===== src/rtl/regfile_pkg.sv =====
// Shared definitions for the clearable register file: FSM state encoding
// and the default word width / depth.
package regfile_pkg;

  typedef enum logic {
    IDLE  = 1'b0,
    SWEEP = 1'b1
  } state_t;

  localparam int N_DEFAULT     = 8;
  localparam int DEPTH_DEFAULT = 8;

endpackage


===== src/rtl/regfile_clr.sv =====
// regfile_clr: DEPTH x N register file with two combinational read ports,
// one write port and a multi-cycle clear sweep that zeroes every entry and
// marks it valid, one entry per clock.
//
// Optional feature macro: REGFILE_BYPASS_EN
//   defined   -> write-first forwarding: a read of the address being written
//                in this cycle returns the incoming data with valid=1.
//   undefined -> read-first: reads show the pre-write contents until the edge.
//
// Handshake: enable and clear are single-cycle request strobes sampled on the
// rising edge of clock. There is no ready/acknowledge; busy=1 means every
// request presented in that cycle is dropped (no queuing), and busy=0 means
// a request is accepted at the next edge. clear wins over enable.
//
// dbg_state exposes the FSM state register for checkers.
module regfile_clr
  import regfile_pkg::*;
#(
  parameter int N     = N_DEFAULT,
  parameter int DEPTH = DEPTH_DEFAULT,
  parameter int AW    = $clog2(DEPTH)
) (
  input  logic          clock,
  input  logic          reset_n,
  input  logic [N-1:0]  in,
  input  logic [AW-1:0] addr1,
  input  logic [AW-1:0] addr2,
  input  logic [AW-1:0] addr3,
  input  logic          enable,
  input  logic          clear,
  output logic [N-1:0]  z1,
  output logic [N-1:0]  z2,
  output logic          v1,
  output logic          v2,
  output logic          busy,
  output logic          dbg_state
);

  // One extra bit so DEPTH itself (e.g. 256) is representable in compares.
  localparam logic [AW:0]   DEPTH_W = (AW+1)'(DEPTH);
  localparam logic [AW-1:0] LAST    = AW'(DEPTH - 1);

  state_t          state;
  logic [AW-1:0]   ptr;
  logic [DEPTH-1:0] valid;
  logic [N-1:0]    mem [DEPTH];

  logic            do_write;
  logic            in_range1;
  logic            in_range2;

  // A write lands only in IDLE, without a concurrent clear, to a real entry.
  assign do_write  = (state == IDLE) && enable && !clear && ({1'b0, addr3} < DEPTH_W);
  assign in_range1 = ({1'b0, addr1} < DEPTH_W);
  assign in_range2 = ({1'b0, addr2} < DEPTH_W);

  assign busy      = (state == SWEEP);
  assign dbg_state = state;

  // Control state: FSM, sweep pointer and valid bits; reset clears all of it.
  always_ff @(posedge clock or negedge reset_n) begin
    if (!reset_n) begin
      state <= IDLE;
      ptr   <= '0;
      valid <= '0;
    end else begin
      case (state)
        IDLE: begin
          if (clear) begin
            state <= SWEEP;
            ptr   <= '0;
          end else if (do_write) begin
            valid[addr3] <= 1'b1;
          end
        end
        SWEEP: begin
          valid[ptr] <= 1'b1;
          if (ptr == LAST) begin
            state <= IDLE;
            ptr   <= '0;
          end else begin
            ptr <= ptr + 1'b1;
          end
        end
        default: begin
          state <= IDLE;
          ptr   <= '0;
        end
      endcase
    end
  end

  // Data array: no reset so it can map onto RAM/LUT storage.
  always_ff @(posedge clock) begin
    if (state == SWEEP) begin
      mem[ptr] <= '0;
    end else if (do_write) begin
      mem[addr3] <= in;
    end
  end

  // Read port 1: invalid or out-of-range entries read as zero.
  always_comb begin
    z1 = '0;
    v1 = 1'b0;
    if (in_range1 && valid[addr1]) begin
      z1 = mem[addr1];
      v1 = 1'b1;
    end
`ifdef REGFILE_BYPASS_EN
    if (do_write && (addr3 == addr1)) begin
      z1 = in;
      v1 = 1'b1;
    end
`endif
  end

  // Read port 2: same rules as port 1.
  always_comb begin
    z2 = '0;
    v2 = 1'b0;
    if (in_range2 && valid[addr2]) begin
      z2 = mem[addr2];
      v2 = 1'b1;
    end
`ifdef REGFILE_BYPASS_EN
    if (do_write && (addr3 == addr2)) begin
      z2 = in;
      v2 = 1'b1;
    end
`endif
  end

endmodule


===== config.mk =====
export PLATFORM = sky130hd
export DESIGN_NAME = regfile_clr
export DESIGN_NICKNAME = d
export VERILOG_FILES = /design/src/rtl/regfile_pkg.sv /design/src/rtl/regfile_clr.sv
export SDC_FILE = /design/constraint.sdc
export NUM_CORES = 1
export LEC_CHECK = 0
export CORE_MARGIN = 3
export CORE_UTILIZATION = 35
export DETAILED_ROUTE_END_ITERATION = 8
export GPL_ROUTABILITY_DRIVEN = 0
export PLACE_DENSITY = 0.62
export SLEW_MARGIN = 0
export SYNTH_ARGS = -nofsm -noshare
export SYNTH_HDL_FRONTEND = slang
export SYNTH_SLANG_ARGS = --single-unit

===== constraint.sdc =====
create_clock -name clock -period 2.1 [get_ports clock]
set_input_delay 0.42 -clock clock [delete_from_list [all_inputs] [get_ports clock]]
set_output_delay 0.42 -clock clock [all_outputs]
set_load 0.05 [all_outputs]

Word level (Yosys, flattened, before mapping)
Memories as Yosys holds them, arrays and structs flattened.
Cells that the tools add are included.
W data, S select, Z words.

cells by class
  add/subtract/negate cells = 1
  multiply operators = 0
  div/mod/pow operators = 0
  order comparisons = 6
  equal/unequal tests = 4
  shifts and indexed selects = 0
  multiplexer cells = 29
  bitwise operators = 3
  reductions and logical operators = 7

operators with widths
  kind                   number
  $mux W8                5
  $lt A3 B4 Y1 const B   4
  $or A8 B8 Y8           2
  $pmux W8 S2            1
  $mux W1                14
  $mux W3                3
  $reduce_or A8 Y1       1
  $bmux W1 S3            2
  $demux W1 S3           2
  $ge A3 B1 Y1 const B   2
  $ne A2 B2 Y1 const B   3
  $pmux W3 S2            1
  $logic_and A1 B1 Y1    4
  $add A3 B1 Y3 const B  1
  $eq A3 B3 Y1 const B   1
  $pmux W1 S2            1
  $reduce_and A2 Y1      1
  $logic_not A1 Y1       1
  $not A1 Y1             1

word-level totals
  bits in registers = 12
  latch bits = 0
  RAM bits = 64
  bits in read-only memories = 0
  input port bits = 21
  output and inout bits = 20
  memories kept = 1

memories
  memory  words  bits a word  rd ports  clocked after memory_dff  write ports  RTL line           RTL
  mem     8      8            2         0                         1            regfile_clr.sv:46  logic [N-1:0] mem [DEPTH];

Longest topological paths before layout
Gate-level depths: netlist (run 1).

  word-level depth = 8
  gate-level depth with buffers = 5
  gate-level depth less buffers = 5

Worst setup path after synthesis (run 1)
No wires, ideal clock.

  kind = register -> register
  from = reg state (netlist: busy)
  to = mem mem[0][0] (netlist bit) (enable)
  setup time = 0.370 ns
  arrival time = 1.860 ns
  required time = 1.730 ns
  setup slack = -0.131 ns
  cell stages (with the launch flop) = 4
  path buffers = 0
  clock period less this slack = 2.231 ns
  cells stage by stage = dfrtp_1 -> nor3b_2 -> mux2_2 -> nor2_1

between the ends
  cells in the longest elaborated chain, start to end = 8
  elaborated cells between the ends (all ways) = 11

RTL lines
  element                                       RTL line           RTL
  from (decl)                                   regfile_clr.sv:43  state_t state;
  from (signal assigned)                        regfile_clr.sv:63  state <= IDLE;
  from (signal assigned)                        regfile_clr.sv:70  state <= SWEEP;
  from (signal assigned)                        regfile_clr.sv:79  state <= IDLE;
  $not A1 Y1                                    --
  $logic_and A1 B1 Y1 (2 in series)             regfile_clr.sv:53  assign do_write = (state == IDLE) && enable && !clear && ({1'b0, addr3} < DEPTH_W);
  $mux W1                                       regfile_clr.sv:97  end else if (do_write) begin
  $mux W1                                       regfile_clr.sv:95  if (state == SWEEP) begin
  $mux W1 (not written as such)                 regfile_clr.sv:98  mem[addr3] <= in;
  $reduce_or A8 Y1 (no line)                    --
  $mux W3 (no line) or $mux W1 (tied branches)  --
  to (decl)                                     regfile_clr.sv:46

Parallel ways exist; a longest one is shown, timed or not.

Final worst setup path (run 1)
  from = reg valid[5]
  to = out z2[2]

between the ends
  cells in the longest elaborated chain, start to end = 3

RTL lines
  element                            RTL line            RTL
  from (decl)                        regfile_clr.sv:45   logic [DEPTH-1:0] valid;
  from (signal assigned)             regfile_clr.sv:65   valid <= '0;
  from (signal, indexed assignment)  regfile_clr.sv:73   valid[addr3] <= 1'b1;
  from (signal, indexed assignment)  regfile_clr.sv:77   valid[ptr] <= 1'b1;
  $bmux W1 S3                        regfile_clr.sv:122  if (in_range2 && valid[addr2]) begin
  $mux W1 (not written as such)      regfile_clr.sv:122
  $mux W8                            regfile_clr.sv:122
  to (decl)                          regfile_clr.sv:32   output logic [N-1:0] z2,

Every way passes these cells. The select of a mux whose other input is x is not followed.

==> impl_summary.txt, run 1 <==
----------------------------------------------------
[Status]
  Outcome ... finished, violations left
  Violations in the final reports ... setup timing

[Clock tree]
  Max clock buf depth ... 2
  Buffer cell driving the clock tree root ... sky130_fd_sc_hd__clkbuf_8
  Insertion delay of the later-clocked pin in the worst-skew pair ... 340 ps
  Total number of clock tree sinks ... 76
  CTS buffer count ... 9
  CTS Hold Buffers Added ... 0
  CTS tree ... built
  Clock Pin Slew Worst Setup and Hold Paths ... 70 ps
  Maximum level of the CTS H-tree ... 3

[STA]
  Least-Margin Pin Slew ... 659 ps
  Final worst setup slack ... -162 ps
  Final critical delay including setup and external delays ... 2260 ps
  Period Utilization, post-route ... 108%
  Max-slew violation total from the final report ... 0
  Number of failing hold endpoints at the final stage ... 0
  Worst rel slew slack ... 56.0%
  Worst Skew ... 11.0 ps
  Upper clock frequency limit ... 442 MHz
  Unrepaired setup endpoints after global routing ... true
  Setup violators final ... 18

[Floorplan]
  Standard-cell rows ... 37
  Width of the chip ... 111 um
  Core box area ... 0.0105 sq mm
  Initial core utilization ... 36.7%
  Number of top-level design ports ... 41
  Die Y-Extent ... 111 um
  Total die area ... 0.0123 sq mm

[GRT]
  Initial antenna violation count ... 0
  Aggregate global-route resource usage ... 14.6%
  First-pass GRT wire length ... 13600 um
  Number of global-route vias before repair ... 2429
  Sum of overflow across all layers after global routing ... 0
  Largest net degree at the start of global routing ... 18

[Synthesis]
  Simple-gate portion of the synthesized area ... 5.83%
  Sequential share of the synthesized area ... 57.6%
  Area leader, netlist ... sky130_fd_sc_hd__edfxtp_1
  Arithmetic-cell share of the synthesized area counting full adders, half adders and majority gates ... 0.648%
  Synth Instances ... 215
  Flip-flop cell with the highest count after synthesis ... sky130_fd_sc_hd__edfxtp_1
  FFs w/ async S/R, synth ... 15.8%
  Portion of netlist area occupied by mux cells ... 30.5%
  Main combinational cell family by area after synthesis ... multiplexers
  Share of the synthesized area in compound gates (AO/OA/AOI/OAI) ... 2.69%
  Distinct cell type count after synthesis ... 27
  Area fraction of the dominant cell type after synthesis ... 49.8%
  Most area-consuming cells after synthesis ... sky130_fd_sc_hd__edfxtp_1 (50%), sky130_fd_sc_hd__mux4_1 (22%), sky130_fd_sc_hd__dfrtp_1 (7.8%)
  Synth warn ... 0
  Post-Syn Area ... 0.00386 sq mm
  Total of flip-flops plus latches after synthesis ... 76
  Xor-xnor portion of the synthesized cell area ... 0%
  Most numerous cell in the Yosys netlist ... sky130_fd_sc_hd__edfxtp_1
  Syn nets ... 238
  Mean instance size in the synthesized netlist ... 18.0 sq um
  Commonest cells in the synthesized netlist ... sky130_fd_sc_hd__edfxtp_1 (64), sky130_fd_sc_hd__mux4_1 (32), sky130_fd_sc_hd__nor2_1 (27), sky130_fd_sc_hd__mux2i_1 (18), sky130_fd_sc_hd__dfrtp_1 (12)
  Number of flops mapped to enable cells by yosys ... 64

[Cells and area]
  Antenna diodes ... 0
  Final layout net count ... 319
  Fraction of final layout cells with drive strength greater than 1 ... 42.0%
  Synthesis-to-finish area growth ... 34.0%
  Total non-filler cell area in the finished layout ... 0.00517 sq mm
  Final instance count without filler cells ... 436

[Worst setup path]
  R2R setup slack ... 290 ps
  Worst path top cell family by delay ... multiplexers
  Buffers plus inverters on the worst setup path ... 2
  Endpoint required time on the critical path ... 1680 ps
  Arrival time at the worst endpoint ... 1840 ps
  Worst setup EP type ... output port
  Setup CP Type ... reg2out
  Worst reg-to-reg path cell count ... 4
  Element type at the critical path start ... register
  Worst path slowest cell ... sky130_fd_sc_hd__mux4_2
  Worst stage delay on the critical path ... 510 ps
  Reg2Reg Launch Point ... busy$_DFF_PN0_
  Worst setup path startpoint ... valid[5]$_DFFE_PN0P_
  Series of cell instances along the critical path ... mux4_2, mux2i_4, buf_6, nor2_4, buf_8
  Capturing point of the worst reg2reg path ... mem[7][5]$_DFFE_PP_
  Largest fanout on the critical path ... 4

[Drt]
  Routed length per instance ... 20.1 um
  Total wirelength of the detailed-routed design ... 8740 um
  Count of unresolved DRC violations after routing ... 0
  Post-route antenna net violation count ... 0
  First-pass iteration count of the detailed router ... 4
  Drt via density ... 5.27
  Via count ... 2296
  Number of DRC violations after detailed-routing iteration 0 ... 121

[Place]
  Post-placement worst setup slack ... -523 ps
  Count of buffers from port buffering ... 40
  DPL Wire Length ... 5760 um
  Placed cell count ... 413
  Post-placement cell area ... 0.00471 sq mm

[Power and ir drop]
  Power density over the cells ... 1120 mW/mm^2
  Worst VDD drop ... 568 uV
  Sum of internal, switching and leakage power ... 5.79 mW
  Leakage power summed over all cells ... 1.92 nW

[Job]
  Max_cap viols ... 0

[Hold path]
  Class of the most critical hold timing path ... in2async

----------------------------------------------------
==> routing by layer <==
| metal | vias up | global-route usage [%] | part of all wire, % |
|---|---|---|---|
| met3 | 9 | 2.73 | 5.9 |
| met2 | 69 | 27.2 | 56 |
| met4 | 0 | 5.52 | 1.3 |
| met5 | - | 0 | 0 |
| li1 | 1040 | - | - |
| met1 | 1178 | 16.5 | 37 |
==> cells by family after synthesis <==
family | count (synthesis)
buffers and inverters | 17
multiplexers | 58
flip-flops | 76
adder cells (fa/ha/maj) | 2
AO/OA/AOI/OAI | 16
AND/OR/NAND/NOR | 46
==> worst max path at each step <==
| stage | cells after the start | to | slack, ps |
|---|---|---|---|
| finish | 5 | z2[2] | -160 |
| global route | 5 | z2[0] | -210 |
| CTS | 6 | z1[1] | -220 |
| detailed placement | 7 | z1[4] | -520 |
| global placement | 7 | z1[4] | -530 |
| floorplan | 3 | mem[0][0]$_DFFE_PP_ | -60 |
==> cell type report <==
| type | count | area (sq um) |
|---|---|---|
| inverter | 4 | 20.0 |
| multi-input combinational | 122 | 1630 |
| clock inverter | 3 | 38.8 |
| clock buffer | 12 | 135 |
| sequential | 76 | 2220 |
| tap | 136 | 170 |
| timing repair buffer | 83 | 963 |
| fill | 858 | 5330 |
==> flip-flops by register name, summed over array words and instances (netlist names) <==
name and flops:
mem 64, valid 8, ptr 3, busy 1
==> metrics by stage <==
step                TNS [ps]  hold slack [ps]  utilization [%]
finish                 -2510              437             49.2
CTS                    -3460              432             48.9
global placement      -16620              490             44.9
floorplan              -1880              124                -
global route           -3600              462             49.2
detailed placement    -17630              491             44.9
==> layout by cell type, fill, tap and decap left out, types with 9 or more instances in the layout <==
cell type,synthesis,final
sky130_fd_sc_hd__nor2_4,0,13
sky130_fd_sc_hd__mux2i_1,18,11
sky130_fd_sc_hd__mux4_2,4,19
sky130_fd_sc_hd__buf_6,4,15
sky130_fd_sc_hd__dfrtp_1,12,12
sky130_fd_sc_hd__buf_4,1,30
sky130_fd_sc_hd__nor2_1,27,10
sky130_fd_sc_hd__clkbuf_8,0,9
sky130_fd_sc_hd__mux4_1,32,17
sky130_fd_sc_hd__edfxtp_1,64,64
sky130_fd_sc_hd__buf_12,0,9
sky130_fd_sc_hd__clkdlybuf4s50_1,0,14
==> where the power goes <==
part	total, mW	leakage (nW)	internal, mW	switching [mW]
Combinational	2.51	1.11	1.13	1.38
Clock	0.996	0.0879	0.538	0.458
Sequential	2.28	0.722	2.09	0.196
==> what timing repair did <==
| action | 4_1_cts | 5_1_grt |
|---|---|---|
| buffers inserted | 6 | 0 |
| resized for setup | 64 | 19 |
| gates cloned | 3 | 1 |
| setup endpoints to repair | 18 | 18 |
| pin swaps | 7 | 7 |
Power figures use the tool's default switching activity.
==> run 2: changes to the inputs <==
--- a/config.mk
+++ b/config.mk
@@ -5,11 +5,13 @@
 export SDC_FILE = /design/constraint.sdc
 export NUM_CORES = 1
 export LEC_CHECK = 0
+export CAP_MARGIN = 0
 export CORE_MARGIN = 3
 export CORE_UTILIZATION = 35
 export DETAILED_ROUTE_END_ITERATION = 8
 export GPL_ROUTABILITY_DRIVEN = 0
 export PLACE_DENSITY = 0.62
+export SKIP_CTS_REPAIR_TIMING = 1
 export SLEW_MARGIN = 0
 export SYNTH_ARGS = -nofsm -noshare
 export SYNTH_HDL_FRONTEND = slang
==> impl_summary.txt, run 2 (same netlist as run 1, synthesis figures left out) <==
----------------------------------------------------
[GRT]
  Initial antenna violation count ... 0 (unchanged)
  Number of global-route vias before repair ... 2317 (was 2429)
  Largest net degree at the start of global routing ... 18 (unchanged)
  First-pass GRT wire length ... 12700 um (was 13600 um)
  Sum of overflow across all layers after global routing ... 0 (unchanged)
  Aggregate global-route resource usage ... 13.6% (was 14.6%)

[Worst setup path]
  Worst path top cell family by delay ... multiplexers (unchanged)
  Worst stage delay on the critical path ... 510 ps (about the same)
  Buffers plus inverters on the worst setup path ... 2 (unchanged)
  Worst path slowest cell ... sky130_fd_sc_hd__mux4_2 (unchanged)
  Endpoint required time on the critical path ... 1680 ps (about the same)
  Largest fanout on the critical path ... 5 (was 4)
  Setup CP Type ... reg2out (unchanged)
  Element type at the critical path start ... register (unchanged)
  Cell seen most often among critical-path stages ... sky130_fd_sc_hd__buf_6
  Arrival time at the worst endpoint ... 1830 ps (was 1840 ps)
  Series of cell instances along the critical path ... mux4_2, mux2i_4, buf_6, nor2_2, buf_6 (was mux4_2, mux2i_4, buf_6, nor2_4, buf_8)
  Worst setup EP type ... output port (unchanged)

[STA]
  Unrepaired setup endpoints after global routing ... true (unchanged)
  Setup violators final ... 18 (unchanged)
  Least-Margin Pin Slew ... 667 ps (was 659 ps)
  Final critical delay including setup and external delays ... 2250 ps (was 2260 ps)
  Period Utilization, post-route ... 107% (was 108%)
  Upper clock frequency limit ... 444 MHz (was 442 MHz)
  Worst rel slew slack ... 55.5% (was 56.0%)
  Worst Skew ... 12.2 ps (was 11.0 ps)
  Number of failing hold endpoints at the final stage ... 0 (unchanged)
  Final worst setup slack ... -153 ps (was -162 ps)
  Max-slew violation total from the final report ... 0 (unchanged)

[Drt]
  Total wirelength of the detailed-routed design ... 8710 um (was 8740 um)
  First-pass iteration count of the detailed router ... 4 (unchanged)
  Drt via density ... 5.15 (was 5.27)
  Routed length per instance ... 20.1 um (about the same)
  Via count ... 2235 (was 2296)
  Count of unresolved DRC violations after routing ... 0 (unchanged)
  Post-route antenna net violation count ... 0 (unchanged)
  Number of DRC violations after detailed-routing iteration 0 ... 86 (was 121)

[Clock tree]
  Clock Pin Slew Worst Setup and Hold Paths ... 70 ps (about the same)
  Max clock buf depth ... 2 (unchanged)
  CTS tree ... built (unchanged)
  Insertion delay of the later-clocked pin in the worst-skew pair ... 340 ps (about the same)
  Total number of clock tree sinks ... 76 (unchanged)
  Maximum level of the CTS H-tree ... 3 (unchanged)
  CTS buffer count ... 9 (unchanged)
  Buffer cell driving the clock tree root ... sky130_fd_sc_hd__clkbuf_8 (unchanged)

[Cells and area]
  Number of flip-flops under the largest register name ... 64 (unchanged)
  Final layout net count ... 317 (was 319)
  Top flop regs ... mem x64, valid x8, ptr x3 (unchanged)
  Area of the multi-input gates ... 0.00160 sq mm (was 0.00163 sq mm)
  Most flops, register ... mem (unchanged)
  Synthesis-to-finish area growth ... 32.2% (was 34.0%)
  Most common cell after layout, fill and taps aside ... sky130_fd_sc_hd__edfxtp_1 (unchanged)
  # fillers ... 868 (was 858)
  Utilization after layout ... 48.6% (was 49.2%)
  Total area of sequential cells ... 0.00222 sq mm (unchanged)
  Highest-count cells in the layout ignoring fill and taps ... sky130_fd_sc_hd__edfxtp_1 (64), sky130_fd_sc_hd__buf_4 (29), sky130_fd_sc_hd__mux4_1 (21) (was sky130_fd_sc_hd__edfxtp_1 (64), sky130_fd_sc_hd__buf_4 (30), sky130_fd_sc_hd__mux4_2 (19))
  Antenna diodes ... 0 (unchanged)
  Final instance count without filler cells ... 434 (was 436)
  Fraction of final layout cells with drive strength greater than 1 ... 39.9% (was 42.0%)

[Floorplan]
  Standard-cell rows ... 37 (unchanged)
  Initial core utilization ... 36.7% (unchanged)
  Width of the chip ... 111 um (unchanged)
  Die Y-Extent ... 111 um (unchanged)
  Number of top-level design ports ... 41 (unchanged)
  Total die area ... 0.0123 sq mm (unchanged)
  Core box area ... 0.0105 sq mm (unchanged)

[Place]
  DPL Wire Length ... 5760 um (unchanged)
  Count of buffers from port buffering ... 40 (unchanged)
  Placed cell count ... 413 (unchanged)

[Power and ir drop]
  Power density over the cells ... 1110 mW/mm^2 (was 1120 mW/mm^2)
  Leakage power summed over all cells ... 1.93 nW (was 1.92 nW)
  Worst VDD drop ... 568 uV (about the same)
  Sum of internal, switching and leakage power ... 5.69 mW (was 5.79 mW)

[Job]
  Max_cap viols ... 0 (unchanged)

[Hold path]
  Class of the most critical hold timing path ... in2async (unchanged)

[Status]
  Violations in the final reports ... setup timing (unchanged)
  Outcome ... finished, violations left (unchanged)

----------------------------------------------------
[run 2: worst reg2reg max path: cells and delay by family, from the launching register on]
| kind | cells | cell delay, ps |
|---|---|---|
| flops | 1 | 410 |
| buf+inv | 1 | 180 |
| simple gates | 2 | 720 |
| compound gates | 1 | 130 |
[run 2: power breakdown]
part / internal, mW / switching (mW) / total, mW
sequential: 2.09 / 0.188 / 2.27
clock: 0.538 / 0.461 / 0.999
combinational: 1.07 / 1.35 / 2.42
total: 3.69 / 2.00 / 5.69
[run 2: per-stage QoR]
step	instance area [sq um]	setup slack, ps	setup TNS (ps)	hold WS, ps
floorplan	3910	-58.6	-1880	124
global placement	4710	-531	-16620	490
detailed placement	4710	-523	-17630	491
CTS	4890	-531	-9370	432
global route	5110	-225	-3610	462
finish	5110	-153	-2420	434
[run 2: path summary, 6_finish.rpt]
path                                   endpoint  slack (ps)                  from  depth (start not counted)
hold reg to reg            valid[4]$_DFFE_PN0P_         500  valid[4]$_DFFE_PN0P_                          1
setup reg to reg            mem[7][5]$_DFFE_PP_         280        busy$_DFF_PN0_                          4
max in group asynchronous  valid[1]$_DFFE_PN0P_        1290               reset_n                          1
setup / recovery                          z2[0]        -150  valid[5]$_DFFE_PN0P_                          5
min in group clock         valid[4]$_DFFE_PN0P_         500  valid[4]$_DFFE_PN0P_                          1
hold / removal               ptr[0]$_DFFE_PN0P_         430               reset_n                          1
[run 2: final cells by class]
class / instances / share of cell area (%)
timing repair buffer: 81 / 18.0
clock inverter: 3 / 0.760
tap: 136 / 3.33
multi-input combinational: 122 / 31.4
sequential: 76 / 43.5
clock buffer: 12 / 2.65
inverter: 4 / 0.343
[run 2: per-layer routing]
| metal | part of all wire [%] | up-vias | wire length (um) | global-route usage [%] |
|---|---|---|---|---|
| met5 | 0 | - | 0 | 0 |
| met1 | 39 | 1132 | 3390 | 14.9 |
| li1 | - | 1041 | - | - |
| met4 | 1.2 | 0 | 102 | 5.52 |
| met2 | 55 | 54 | 4830 | 25.3 |
| met3 | 4.5 | 8 | 391 | 2.95 |
==> variant 1, RTL diff (config.mk and constraints of run 2) <==
Register the output `dbg_state` once more, without a reset; this adds one clock of latency there. The other outputs are not delayed to match.
--- a/src/rtl/regfile_clr.sv
+++ b/src/rtl/regfile_clr.sv
@@ -57,3 +57,5 @@
   assign busy      = (state == SWEEP);
-  assign dbg_state = state;
+  always_ff @(posedge clock) begin
+    dbg_state <= state;
+  end
 
Function: changed (a bounded check fails within 4 cycles, from zero or initial values and one cycle with reset_n low).
==> variant 1 against run 2 <==
The flow still finishes with violations (negative setup slack). Combinational power decreased by 5%. Total power barely moved. Routed wire length down 3.1%. Area after synthesis rose by 0.32%. Setup slack about the same. Sequential cell count is 1 higher. First-iteration DRC count increased by 37%. Cell area shrank 0.59%.
==> variant 1: results (changes against run 2) <==
stage	metric	value	unit	change
sta	relative max-transition margin	0.600		+0.0447
synth	count of flip-flops with a built-in enable after synthesis	64		unchanged
synth	sequential area share after synthesis	0.579		+0.00331
routing	WL met3	265	um	-32%
run_status	violated checks	negative setup slack		
routing	Vias/cell	5.19		+0.82%
setup_path	largest fanout on the critical path	17		+12
synth	Post-Synthesis Net Count	238		unchanged
routing	aggregate routed wire length	8.44	mm	-3.1%
global_routing	global-route total usage across every layer	0.137		+0.000802
hold_path	worst hold path type	in2async		
run_status	run status	finished, violations left		
placement	DP HPWL	5.89	mm	+2.2%
sta	final total negative setup slack	-2.43	ns	-0.00777 ns
synth	Yosys warning total	0		unchanged
sta	Post-Route Skew	0.00960	ns	-0.00257 ns
final_layout	share of layout cells above drive strength 1	0.345		-0.0547
power_and_ir_drop	static leakage	1.95	nW	+1.1%
final_layout	count of nets after finishing	314		-0.95%
final_layout	top flop regs	mem (64), valid (8), ptr (3)		
sta	Worst Setup Slack, final	-0.153	ns	-0.0000370 ns
synth	list of most frequent post-synthesis cells	edfxtp_1 (64), mux4_1 (32), nor2_1 (27), mux2i_1 (18), dfrtp_1 (12)		
placement	dpl cell area	4730	sq um	+0.42%
global_routing	wire length of the first global-routing pass	12.8	mm	+1.1%
placement	count of buffers inserted at the top-level ports	40		unchanged
sta	setup violation total in the final timing report	18		unchanged
global_routing	vias in the first global route	2302		-0.65%
synth	share of synthesized area spent on multiplexers	0.304		-0.000986
synth	post-synthesis adder-cell area fraction	0.00646		-0.0000209
routing	drt initial violations	118		+37%
routing	detailed-routing wirelength on met1	3.45	mm	+1.9%
routing	met2 routed WL	4.55	mm	-5.8%
clock_network	clock-pin slew reported for the worst setup and hold paths after clock tree synthesis	0.08	ns	
placement	dpl cells	412		-0.24%
power_and_ir_drop	maximum vdd ir drop	0.507	mV	-11%
routing	via count	2243		+0.36%
clock_network	source-to-sink clock delay at the later pin of the worst-skew pair	0.35	ns	
synth	largest cells by area after synthesis	edfxtp_1 (50%), mux4_1 (22%), dfrtp_1 (7.8%)		
synth	commonest register cell after synthesis	edfxtp_1		
synth	fraction of the mapped netlist area in compound gates	0.0268		-0.0000869
synth	FFs w/ async S/R, synth	0.156		-0.00205
==> variant 1: area by class of cell <==
cell class / count / area (sq um)
fill: 881 / 5480
sequential: 77 / 2240
multi-input combinational: 122 / 1590
timing repair buffer: 77 / 863
tap: 136 / 170
clock buffer: 11 / 131
clock inverter: 5 / 60.1
inverter: 4 / 15.0
==> variant 1: final timing paths <==
check,end,cells past startpoint,slack (ns),from
setup / recovery,z2[3],6,-0.15,addr2[1]
hold / removal,ptr[0]$_DFFE_PN0P_,1,0.42,reset_n
setup reg to reg,mem[7][1]$_DFFE_PP_,3,0.26,busy$_DFF_PN0_
hold reg to reg,valid[4]$_DFFE_PN0P_,1,0.52,valid[4]$_DFFE_PN0P_
max in group asynchronous,ptr[1]$_DFFE_PN0P_,1,1.31,reset_n
min in group clock,valid[4]$_DFFE_PN0P_,1,0.52,valid[4]$_DFFE_PN0P_
==> variant 1: critical path, cell delays in order <==
cell and delay (ns):
clkdlybuf4s50_1 0.51, buf_12 0.17, mux4_1 0.34, mux2i_4 0.19, nor2_2 0.05, buf_6 0.15
==> variant 1: layer usage <==
metal,vias to the layer above,track usage
li1,1043,-
met1,1146,0.161
met2,41,0.249
met3,13,0.0202
met4,0,0.0527
met5,-,0
==> variant 1: stage by stage <==
step           setup slack, ns  utilization
4_1_cts                 -0.537        0.467
3_5_place_dp            -0.534        0.449
5_1_grt                 -0.230        0.481
3_3_place_gp            -0.524        0.449
2_1_floorplan          -0.0558            -
6_report                -0.153        0.481
==> variant 1: logic make-up after synthesis <==
family,count (synthesis)
buf+inv,16
compound gates,16
mux,58
fa+ha+maj,2
simple gates,46
flops,77
==> variant 1: where the power goes <==
group	internal (mW)	total [mW]	switching, mW
logic	1.01	2.30	1.30
clock network	0.554	1.10	0.541
registers	2.11	2.29	0.185
total	3.67	5.69	2.02
==> variant 2, RTL diff (flow settings as in run 2) <==
Made on the original files. The package constant `N_DEFAULT` goes from 8 to 16.
--- a/src/rtl/regfile_pkg.sv
+++ b/src/rtl/regfile_pkg.sv
@@ -9,3 +9,3 @@
 
-  localparam int N_DEFAULT     = 8;
+  localparam int N_DEFAULT     = 16;
   localparam int DEPTH_DEFAULT = 8;
Interface: changed (resized in, z1 and z2); port bits go from 41 to 65. No check against the original RTL was run, so the function may have changed too.
==> variant 2 against run 2 <==
Sequential cell count up 64. Critical endpoint is now z1[6]. Critical path type unchanged. Sequential power is 84% higher. Utilization decreased by 0.81 points. Routed wire length up 86%. Area after synthesis grew 78%. Synthesized cell count up 69%. Total power is 100% higher. Cell area rose by 77%. The flow still finishes with violations (negative setup slack). Setup slack worse by 0.23 ns.
==> variant 2: results (changes against run 2) <==
stage	metric	value	unit	change
sta	final total negative setup slack	-11.19	ns	-8.77 ns
final_layout	antenna fix cells	0		unchanged
placement	dpl cell area	8210	sq um	+74%
setup_path	launching point of the worst reg2reg path	busy$_DFF_PN0_		
global_routing	total congestion overflow after global routing	0		unchanged
global_routing	vias in the first global route	4100		+77%
synth	FFs w/ async S/R, synth	0.0857		-0.0722
sta	Worst Tran Pin Value	0.632	ns	-0.0352 ns
routing	uppermost layer routed	met4		
hold_path	worst hold path type	in2async		
clock_network	clock-pin slew reported for the worst setup and hold paths after clock tree synthesis	0.06	ns	
synth	count of flip-flops with a built-in enable after synthesis	128		+100%
clock_network	CTS Buffer Depth	2		unchanged
setup_path	timing startpoint of the critical path	valid[7]$_DFFE_PN0P_		
synth	average size of a mapped cell	18.8	sq um	+4.9%
routing	met2 routed WL	7.96	mm	+65%
final_layout	non-filler cells, final	745		+72%
sta	final-layout worst hold slack	0.369	ns	-0.0645 ns
clock_network	H-tree levels	4		+1
synth	commonest register cell after synthesis	edfxtp_1		
run_status	violated checks	negative setup slack		
routing	drt initial violations	257		+200%
final_layout	utilization after layout	0.478		-0.00814
power_and_ir_drop	maximum vdd ir drop	0.615	mV	+8.3%
global_routing	wire length of the first global-routing pass	23.8	mm	+88%
synth	largest cells by area after synthesis	edfxtp_1 (56%), mux4_2 (22%), mux2i_1 (5.0%)		
routing	detailed-routing wirelength on met1	6.93	mm	+100%
setup_path	critical path arrival	2.06	ns	+0.23 ns
synth	number of distinct library cells after synthesis	28		+3.7%
sta	setup violation total in the final timing report	34		+16
sta	Post-Route Skew	0.00858	ns	-0.00359 ns
sta	Worst Setup Slack, final	-0.381	ns	-0.228 ns
global_routing	pin count of the biggest net entering global routing	34		+16
synth	Post-Synthesis Net Count	395		+66%
setup_path	worst-case register-to-register setup slack	0.17	ns	-0.11 ns
synth	list of most frequent post-synthesis cells	edfxtp_1 (128), mux4_2 (68), mux2i_1 (34), nor2_1 (25), nor2_4 (18)		
clock_network	number of CTS-inserted buffers	17		+8
placement	DP HPWL	10.2	mm	+77%
routing	aggregate routed wire length	16.2	mm	+86%
global_routing	global-route total usage across every layer	0.152		+0.0165
final_layout	share of layout cells above drive strength 1	0.493		+0.0935
final_layout	top flop regs	mem (128), valid (8), ptr (3)		
clock_network	cell at the root of the clock tree	clkbuf_16		
placement	count of buffers inserted at the top-level ports	64		+60%
synth	sequential area share after synthesis	0.604		+0.0287
routing	number of detailed-route iterations in the first pass	4		unchanged
final_layout	fillcell total	1566		+80%
setup_path	end of the worst register-to-register path	mem[5][1]$_DFFE_PP_		
placement	dpl cells	708		+71%
setup_path	R2R cell count	4		unchanged
clock_network	source-to-sink clock delay at the later pin of the worst-skew pair	0.42	ns	+0.08 ns
setup_path	largest fanout on the critical path	6		+1
routing	WL met3	1.06	mm	+170%
power_and_ir_drop	static leakage	3.21	nW	+66%
global_routing	number of antenna violations at the first check in global routing	0		unchanged
final_layout	count of nets after finishing	503		+59%
routing	Vias/cell	5.18		+0.66%
run_status	run status	finished, violations left		
==> variant 2: cell types whose count changed after synthesis, sizes merged <==
cell	run 2	this run
mux4	36	68
mux2i	20	36
buf	11	19
and2	8	16
nor2	27	43
edfxtp	64	128
clkbuf	2	7
==> variant 2: logic make-up after synthesis <==
logic type / Yosys count / synth area share
DFF: 140 / 0.604
muxes: 106 / 0.283
and+or+nand+nor: 70 / 0.0686
buffers and inverters: 30 / 0.0257
AOI/OAI and AO/OA: 16 / 0.0151
adders and majority gates: 2 / 0.00365
==> variant 2: final cells by class <==
class | count | area share
clock buffer | 18 | 0.0474
sequential | 140 | 0.458
inverter | 4 | 0.00193
multi-input combinational | 194 | 0.294
timing repair buffer | 115 | 0.143
clock inverter | 14 | 0.0195
tap | 260 | 0.0359
==> variant 2: routing by layer <==
metal  vias to the layer above  global-route usage
met2                       121               0.246
met1                      2019               0.199
met3                        25              0.0414
met4                         0              0.0550
li1                       1697                   -
met5                         -                   0
==> variant 2: worst max path at each step <==
stage / end / slack [ns] / depth (start not counted)
after CTS: z1[8] / -0.49 / 7
after global routing: z1[10] / -0.43 / 6
final: z1[6] / -0.38 / 6
after floorplan: v1 / -0.05 / 5
after detailed placement: z1[8] / -0.49 / 7
after global placement: z1[8] / -0.48 / 7
==> variant 2: critical path, stage by stage, from the launching register on <==
cell and delay [ns]:
dfrtp_1 0.41, mux4_2 0.52, mux2i_4 0.21, buf_6 0.14
buf_12 0.15, nor2_4 0.06, buf_8 0.16
==> variant 2: power breakdown <==
part / total, mW / internal, mW / leakage [nW] / switching, mW
Clock: 3.04 / 1.96 / 0.294 / 1.08
Sequential: 4.17 / 3.87 / 1.33 / 0.298
Combinational: 4.42 / 1.89 / 1.58 / 2.53
==> variant 2: through the flow <==
stage / setup slack [ns] / power (mW)
6_report: -0.381 / 11.6
5_1_grt: -0.431 / 12.2
4_1_cts: -0.494 / 11.5
3_5_place_dp: -0.487 / 8.48
3_3_place_gp: -0.482 / 8.38
2_1_floorplan: -0.0471 / 6.81
